<file path="config.mk">
export PLATFORM = sky130hd
export DESIGN_NAME = sound_playback_scheduler
export DESIGN_NICKNAME = d
export VERILOG_FILES = /design/src/rtl/sound_playback_scheduler_pkg.sv /design/src/rtl/sound_playback_scheduler_sample_tick_gen.sv /design/src/rtl/sound_playback_scheduler.sv
export SDC_FILE = /design/constraint.sdc
export NUM_CORES = 1
export LEC_CHECK = 0
export CAP_MARGIN = 20
export CORE_ASPECT_RATIO = 1.5
export CORE_MARGIN = 3
export CORE_UTILIZATION = 42
export CTS_CLUSTER_DIAMETER = 200
export CTS_CLUSTER_SIZE = 14
export DETAILED_ROUTE_END_ITERATION = 8
export GPL_TIMING_DRIVEN = 0
export PLACE_DENSITY = 0.88
export SYNTH_ARGS = -nofsm -noshare
export SYNTH_HDL_FRONTEND = slang
export SYNTH_SLANG_ARGS = --single-unit
</file>
<file path="constraint.sdc">
create_clock -name FPGA_clock -period 1.9 [get_ports FPGA_clock]
set_input_delay 0.38 -clock FPGA_clock [delete_from_list [all_inputs] [get_ports FPGA_clock]]
set_output_delay 0.38 -clock FPGA_clock [all_outputs]
set_load 0.01 [all_outputs]
</file>
<file path="src/rtl/sound_playback_scheduler_pkg.sv">
// rtl/sound_playback_scheduler_pkg.sv - shared constants and state encoding for the sound scheduler
package sound_playback_scheduler_pkg;

    localparam int SRC_RX_DING   = 0;
    localparam int SRC_TX_DING   = 1;
    localparam int SRC_KEY_CLICK = 2;

    localparam int SAMPLE_DIV_DEFAULT = 9072;
    localparam int NUM_SRC_DEFAULT    = 3;
    localparam int CLIP_AW_DEFAULT    = 12;
    localparam int SRC_ID_W           = 2;

    typedef enum logic {
        ST_IDLE = 1'b0,
        ST_PLAY = 1'b1
    } sched_state_t;

endpackage

</file>
<file path="src/rtl/sound_playback_scheduler_sample_tick_gen.sv">
// rtl/sound_playback_scheduler_sample_tick_gen.sv - free-running divider producing the sample-rate tick
module sample_tick_gen #(
    parameter int SAMPLE_DIV = 9072
) (
    input  logic FPGA_clock,
    input  logic FPGA_reset_n,
    output logic tick
);

    localparam int CW = (SAMPLE_DIV > 1) ? $clog2(SAMPLE_DIV) : 1;
    localparam logic [CW-1:0] LAST = CW'(SAMPLE_DIV - 1);

    logic [CW-1:0] count;

    always_ff @(posedge FPGA_clock or negedge FPGA_reset_n) begin
        if (!FPGA_reset_n) begin
            count <= '0;
        end else if (count == LAST) begin
            count <= '0;
        end else begin
            count <= count + CW'(1);
        end
    end

    assign tick = (count == LAST);

endmodule

</file>
<file path="src/rtl/sound_playback_scheduler.sv">
// rtl/sound_playback_scheduler.sv - priority/preemptive scheduler sharing the sound ROM among requesters
module sound_playback_scheduler
    import sound_playback_scheduler_pkg::*;
#(
    parameter int SAMPLE_DIV = SAMPLE_DIV_DEFAULT,
    parameter int NUM_SRC    = NUM_SRC_DEFAULT,
    parameter int CLIP_AW    = CLIP_AW_DEFAULT
) (
    input  logic                        FPGA_clock,
    input  logic                        FPGA_reset_n,
    input  logic [NUM_SRC-1:0]          req,
    input  logic [NUM_SRC*CLIP_AW-1:0]  clip_len,
    output logic [SRC_ID_W+CLIP_AW-1:0] rom_addr,
    input  logic [15:0]                 rom_data,
    output logic [15:0]                 audio_out,
    output logic                        audio_valid,
    output logic                        active,
    output logic [SRC_ID_W-1:0]         cur_src,
    output logic [NUM_SRC-1:0]          done
);

    logic                tick;
    sched_state_t        state_q, state_d;
    logic [NUM_SRC-1:0]  pend_q, pend_d, grant;
    logic [CLIP_AW-1:0]  offset_q, offset_d, cur_len;
    logic [SRC_ID_W-1:0] src_q, src_d, low_idx;
    logic [NUM_SRC-1:0]  done_q, done_d;
    logic                any_pend, start_clip, sample_d;
    // Two-stage tags that follow each tick until its ROM word is ready
    logic                smp_d1, smp_d2, sil_d1, sil_d2;

    sample_tick_gen #(
        .SAMPLE_DIV (SAMPLE_DIV)
    ) u_tick (
        .FPGA_clock   (FPGA_clock),
        .FPGA_reset_n (FPGA_reset_n),
        .tick         (tick)
    );

    assign cur_len  = clip_len[int'(src_q)*CLIP_AW +: CLIP_AW];
    assign any_pend = |pend_q;

    always_comb begin
        low_idx = '0;
        for (int i = NUM_SRC - 1; i >= 0; i--) begin
            if (pend_q[i]) begin
                low_idx = SRC_ID_W'(i);
            end
        end
    end

    always_comb begin
        state_d    = state_q;
        offset_d   = offset_q;
        src_d      = src_q;
        done_d     = '0;
        grant      = '0;
        start_clip = 1'b0;
        sample_d   = 1'b0;
        if (tick) begin
            case (state_q)
                ST_IDLE: begin
                    start_clip = any_pend;
                end
                ST_PLAY: begin
                    sample_d = 1'b1;
                    if (any_pend && (low_idx < src_q)) begin
                        start_clip = 1'b1;
                    end else if (offset_q == cur_len) begin
                        done_d[src_q] = 1'b1;
                        if (any_pend) begin
                            start_clip = 1'b1;
                        end else begin
                            state_d  = ST_IDLE;
                            src_d    = '0;
                            offset_d = '0;
                        end
                    end else begin
                        offset_d = offset_q + CLIP_AW'(1);
                    end
                end
                default: state_d = ST_IDLE;
            endcase
            if (start_clip) begin
                grant[low_idx] = 1'b1;
                state_d        = ST_PLAY;
                src_d          = low_idx;
                offset_d       = '0;
                sample_d       = 1'b1;
            end
        end
        // A request landing with its own grant survives, so the clip replays later
        pend_d = (pend_q & ~grant) | req;
    end

    always_ff @(posedge FPGA_clock or negedge FPGA_reset_n) begin
        if (!FPGA_reset_n) begin
            state_q     <= ST_IDLE;
            pend_q      <= '0;
            offset_q    <= '0;
            src_q       <= '0;
            done_q      <= '0;
            smp_d1      <= 1'b0;
            smp_d2      <= 1'b0;
            sil_d1      <= 1'b0;
            sil_d2      <= 1'b0;
            audio_out   <= '0;
            audio_valid <= 1'b0;
        end else begin
            state_q     <= state_d;
            pend_q      <= pend_d;
            offset_q    <= offset_d;
            src_q       <= src_d;
            done_q      <= done_d;
            smp_d1      <= sample_d;
            smp_d2      <= smp_d1;
            sil_d1      <= (state_d == ST_IDLE);
            sil_d2      <= sil_d1;
            audio_valid <= smp_d2;
            if (smp_d2) begin
                audio_out <= sil_d2 ? 16'h0000 : rom_data;
            end
        end
    end

    assign rom_addr = {src_q, offset_q};
    assign active   = (state_q == ST_PLAY);
    assign cur_src  = src_q;
    assign done     = done_q;

endmodule

</file>
* Word level (Yosys, flattened, before mapping)
Index checks and enable logic that the tools add are counted.
Storage, ports and cells: output and inout bits 37, input port bits 57, register bits after elaboration 56
Cells by class: magnitude comparators 5, add/sub/neg operators 2, equal/unequal tests 5, bitwise operators 5, multiply operators 1, reduce and logical (&&, ||, !) cells 8, shift operators 1, muxes and demuxes 38
Operators with widths (count):
- two-way mux 12 bit | 5
- variable part select 36 x 7 -> 12 bit | 1
- two-way mux 3 bit | 6
- two-way mux 16 bit | 1
- two-way mux 2 bit | 8
- adder 14 x 1 -> 14 bit, second input constant | 1
- == test 14 bit, second input constant | 1
- two-way mux 1 bit | 14
- two-way mux 14 bit | 1
- adder 12 x 1 -> 12 bit, second input constant | 1
- == test 12 bit | 1
- less-than comparator 2 x 3 -> 1 bit, second input constant | 2
- AND reduction 5 bit | 1
- demux 1 bit (select 2 bit) | 2
- >= comparator 2 x 1 -> 1 bit, second input constant | 2
- multiplier 2 x 2 -> 4 bit, second input constant | 1
- inequality test 2 x 1 -> 1 bit, second input constant | 2
- AND reduction 4 bit | 1
- nonzero test 2 bit | 2
- AND 3 bit | 1
- logical AND 1 bit | 3
- inequality test 3 x 2 -> 1 bit, second input constant | 1
- inverter 3 bit | 1
- bitwise OR 3 bit | 1
- other kinds (4) | 5

* Longest topological paths before layout
word-level depth 13, depth in mapped cells 10

* By module
From an unflattened synthesis, not the netlist that was laid out.
Second synthesis, totals: cell total of the unflattened synthesis 340, area total of the unflattened synthesis 3373.2 um^2
Modules (own cells, without submodules):
- sound_playback_scheduler | area each 2680.1 um^2, instances 1, seq. area each 1051.0 um^2, cells an instance 276
- sample_tick_gen | area each 693.2 um^2, instances 1, seq. area each 350.3 um^2, cells an instance 64

* Least setup slack after synthesis
Ideal clock, no wire load.
path type reg2reg, from register src_q[1], in the netlist cur_src[1], to register offset_q[9], stages on the path, launching flop included 11, data arrival time 2.043 ns, setup time 0.119 ns, path slack -0.262 ns, path buffers 3, required time 1.781 ns, cell sequence dfrtp_1 -> buf_2 -> buf_2 -> inv_1 -> ha_1 -> a21boi_0 -> o21a_1 -> nand2b_1 -> a21oi_1 -> buf_4 -> nor2_1
On the way: longest elaborated chain between the ends 9, elaborated cells between the ends (all ways) 17, those cells by class mul: 1; order compare: 1; eq/ne: 3; shift: 1; mux: 8; reduce/logical: 3
Ends and longest elaborated chain:
- start: declaration | RTL line sound_playback_scheduler.sv:26 | logic [SRC_ID_W-1:0] src_q, src_d, low_idx;
- start signal: assignment | RTL line sound_playback_scheduler.sv:113 | src_q <= src_d;
- multiplier 2 x 2 -> 4 bit | RTL line sound_playback_scheduler.sv:40 | assign cur_len = clip_len[int'(src_q)*CLIP_AW +: CLIP_AW];
- variable part select 36 x 7 -> 12 bit | RTL line sound_playback_scheduler.sv:40
- == test 12 bit | RTL line sound_playback_scheduler.sv:69 | end else if (offset_q == cur_len) begin
- two-way mux 1 bit | RTL line sound_playback_scheduler.sv:69
- two-way mux 1 bit | RTL line sound_playback_scheduler.sv:67 | if (any_pend && (low_idx < src_q)) begin
- case mux 1 bit (2 select lines) | RTL line sound_playback_scheduler.sv:61 | case (state_q)
- two-way mux 1 bit | RTL line sound_playback_scheduler.sv:60 | if (tick) begin
- inequality test 3 x 2 -> 1 bit (no line), or another cell as far along
- AND reduction 4 bit (no line)
- end signal: assignment | RTL line sound_playback_scheduler.sv:112 | offset_q <= offset_d;
- end: declaration | RTL line sound_playback_scheduler.sv:25 | logic [CLIP_AW-1:0] offset_q, offset_d, cur_len;
Parallel ways exist; a longest one is shown, timed or not. The select of a mux whose other input is x is not followed. A chain may end at the register's enable or synchronous reset.

* Worst setup path after layout
from register src_q[0], in the netlist cur_src[0], to register pend_q[1]
On the way: longest elaborated chain between the ends 12, elaborated cells between the ends (all ways) 14, those cells by class mul: 1; order compare: 1; eq/ne: 1; shift: 1; mux: 6; bitwise: 3; reduce/logical: 1
Ends and longest elaborated chain:
- multiplier 2 x 2 -> 4 bit | RTL line sound_playback_scheduler.sv:40
- variable part select 36 x 7 -> 12 bit | RTL line sound_playback_scheduler.sv:40
- == test 12 bit | RTL line sound_playback_scheduler.sv:69
- two-way mux 1 bit | RTL line sound_playback_scheduler.sv:69
- two-way mux 1 bit * | RTL line sound_playback_scheduler.sv:67
- case mux 1 bit (2 select lines) * | RTL line sound_playback_scheduler.sv:61
- two-way mux 1 bit * | RTL line sound_playback_scheduler.sv:60
- two-way mux 3 bit * | RTL line sound_playback_scheduler.sv:84 | if (start_clip) begin
- two-way mux 3 bit * | RTL line sound_playback_scheduler.sv:60
- inverter 3 bit * | RTL line sound_playback_scheduler.sv:93 | pend_d = (pend_q & ~grant) | req;
- AND 3 bit * | RTL line sound_playback_scheduler.sv:93
- bitwise OR 3 bit * | RTL line sound_playback_scheduler.sv:93
- named net pend_d[1] | RTL line sound_playback_scheduler.sv:24 | logic [NUM_SRC-1:0] pend_q, pend_d, grant;
- end signal: assignment | RTL line sound_playback_scheduler.sv:111 | pend_q <= pend_d;
- end: declaration | RTL line sound_playback_scheduler.sv:24
The timed path passes the listed nets; every way through them passes the cells marked *. The select of a mux whose other input is x is not followed.

==> impl_metrics.ini <==
[outcome]
status = finished, violations left
violations = negative setup slack

[cts]
clockBufferDepth = 2
cts_root_buffer = clkbuf_8
cts_buffers = 5
htree_num_levels = 2
cts_tree = yes
ctsHoldBuffers = 0
cts.sinks = 56
clk_latency_ns = 0.32
clkTransAtPathRegs_ns = 0.11

[pwr]
p_int_w = 0.001571
p_leak_nw = 1.931
cellPowerDensity_nw_per_um2 = 480.1
p_seq_share_pct = 58.7
irDropWorstVdd_mv = 0.3209
pwr-share-clk_pct = 33.7
power.switching_w = 0.0004587
comb_power_share_pct = 7.7
p_sw_share_pct = 22.60

[setup_path]
rr_startpoint = cur_src[0]
critical_path.cell_chain = buf_6 > buf_8 > mux2i_2 > o21ai_1 > xor2_1 > nor4_2 > nand3_2 > a211o_1 > a21o_1
cp-end-kind = flip-flop
critPathArrivalTime_ns = 2.51
crit_path_max_incr_delay_ns = 0.40
critPathTopFamily = compound AO/OA/AOI/OAI gates
crit_type = flip-flop to flip-flop
required_ns = 2.11
cp_max_fo = 8
slowest_stage = dfrtp_1
worstSetupStartpoint = cur_src[0]
startpoint_type = flip-flop
critPathBufInv = 2

[placement]
dp_hpwl_mm = 5.569
place_area_um2 = 3978
gp_congestion = 0.8782
port-buffer-count = 93

[floorplanning]
io-pin-count = 94
die_w_um = 74.17
core_um2 = 6621
fp.dieH_um = 108.3
dieArea_um2 = 8029
rows = 36
initial_core_util_pct = 44.22

[detailed_routing]
viasPerCell = 5.211
dr.max_layer_used = met4
wl_per_cell_um = 15.33
wl_met3_um = 283
met2_wirelength_mm = 3.852
remaining_drc_errors = 0
drt-total-wl_mm = 7.421
num_vias = 2522
drt-met1-wl_mm = 2.930
ant_nets = 0
drt-initial-drc-count = 177
drtPass1Iterations = 4

[yosys]
ys_top_cells_by_area = dfrtp_1 (48%), xor2_1 (7.8%), nand3b_1 (7.2%)
async_flop_share_pct = 100.0
yosysTopAreaCell = dfrtp_1
ys_seq_elements = 56
yosysUniqueCellTypes = 37
syn_inst = 296
synth_ff_type = dfrtp_1
synth_edf_count = 0
synth_seq_area_share_pct = 47.86
syn_area_um2 = 2928
avgSynthCellArea_um2 = 9.891
yosysTopAreaCellShare_pct = 47.86
yosysWarnings = 0
syn_nets = 356

[sta]
fmax_ghz = 0.4359
setup-violations-final = 22
min_period_over_period_pct = 120.7
slew_viol_final = 0
finalCriticalPeriod_ns = 2.294
tightestPinTransition_ns = 0.5956
hold_violations = 0
rsz0062_at_grt = true
relSlewSlack_pct = 60.29
layout_setup_ws_ns = -0.3941
clock_skew_ns = 0.01225

[finish]
drive_gt1_share_pct = 12.01
antenna_cells = 0
n_fill_cell = 536
nets = 467
area_growth_pct = 44.40
fin_area_um2 = 4228
fin_util_pct = 63.85

[grt]
grt_max_degree = 31
grt_pass1_wl_mm = 11.74
grt_pass1_vias = 2548
antenna_found_initial = 0
overflow = 0
track_usage_pct = 18.83

[flow_run]
max_cap_violations = 0

[hold_path]
hold_path_class = input port to asynchronous set/reset pin
through the flow:
stage / hold WS [ns] / power, W / instances / setup slack [ns] / TNS, ns
finish: 0.04878 / 0.002030 / 484 / -0.3941 / -6.209
floorplan: 0.08441 / 0.001223 / 296 / -0.2251 / -2.644
detailed placement: 0.3347 / 0.001368 / 466 / -0.6020 / -10.76
CTS: 0.06942 / 0.002048 / 479 / -0.3938 / -6.362
global placement: 0.3343 / 0.001363 / 465 / -1.155 / -74.50
global route: 0.08773 / 0.002109 / 484 / -0.5132 / -8.941
state kept, by name, indices dropped and copies added (netlist names):
signal,count
active,1
audio_out,16
audio_valid,1
cur_src,2
done,3
offset_q,12
pend_q,3
sil_d1,1
sil_d2,1
smp_d1,1
smp_d2,1
u_tick.count,14
power groups by stage:
stage	Clock [W]	Sequential, W	Combinational, W
floorplan	0	0.00121	0.00000802
global placement	0	0.00121	0.000148
detailed placement	0	0.00121	0.000154
CTS	0.000703	0.00119	0.000155
global route	0.000751	0.00119	0.000167
finish	0.000683	0.00119	0.000155
cell type report:
cell class	instances	area [um^2]	area share (%)
clock buffer	5	68.82	1.628
timing repair buffer	104	1044	24.68
clock inverter	3	27.53	0.6511
inverter	22	82.58	1.953
sequential	56	1401	33.15
buffer	14	106.4	2.516
multi-input combinational	204	1403	33.18
tap	76	95.09	2.249
Yosys cell counts, types with 3 or more instances:
master    number
a21o_1         4
a21oi_1        3
and3_1         6
buf_4          3
clkbuf_1       6
dfrtp_1       56
ha_1           3
inv_1         22
mux2i_1       12
nand2_1       18
nand2b_1       3
nand3_1        3
nand3b_1      28
nand4_1        6
nor2_1        30
nor4_1         3
nor4_2         3
o21ai_0       24
o21ai_1        8
xnor2_1        8
xor2_1        26
placed cells by master, fill, tap and decap left out, drive strengths merged, types with 4 or more instances in the layout:
master and n:
nand4 6, nand3 4, and3 6, mux2i 12
a21o 4, dfrtp 56, inv 23, o21ai 32
clkbuf 12, nand3b 28, nand2 18, nor4 6
clkdlybuf4s50 90, xor2 26, buf 19, xnor2 8
nor2 30
what timing repair did:
action	in CTS	in global routing
resized for setup	7	19
setup buffers	4	4
pin swaps	4	6
cloned	1	1
setup endpoints to repair	22	23
worst reg2reg max path, cell delays in order (launching register included):
cell,delay (ns)
dfrtp_1,0.40
buf_6,0.17
buf_8,0.13
mux2i_2,0.21
o21ai_1,0.09
xor2_1,0.15
nor4_2,0.30
nand3_2,0.24
a211o_1,0.32
a21o_1,0.18
layer usage:
| metal | vias up | track usage (%) |
|---|---|---|
| met5 | - | 0 |
| met4 | 0 | 10.36 |
| met3 | 27 | 2.326 |
| met2 | 67 | 31.35 |
| met1 | 1198 | 23.14 |
| li1 | 1230 | - |
cells by family after synthesis:
group / count (synthesis) / synth area share, %
DFF: 56 / 47.86
and+or+nand+nor: 107 / 20.86
buffers and inverters: 36 / 5.983
muxes: 12 / 4.103
xor gates and xnor gates: 34 / 10.17
adders and majority gates: 3 / 1.282
AOI/OAI and AO/OA: 48 / 9.744
path summary, 6_finish.rpt:
path                                     to  slack, ns  cells after the start
max                               pend_q[1]      -0.39                      9
max reg2reg                       pend_q[1]      -0.39                      9
max in group asynchronous       offset_q[7]       1.28                      2
min in group FPGA_clock              sil_d2       0.35                      0
min                        u_tick.count[13]       0.05                      1
min reg2reg                          sil_d2       0.35                      0
No activity file was read; power rests on OpenSTA's default activity.
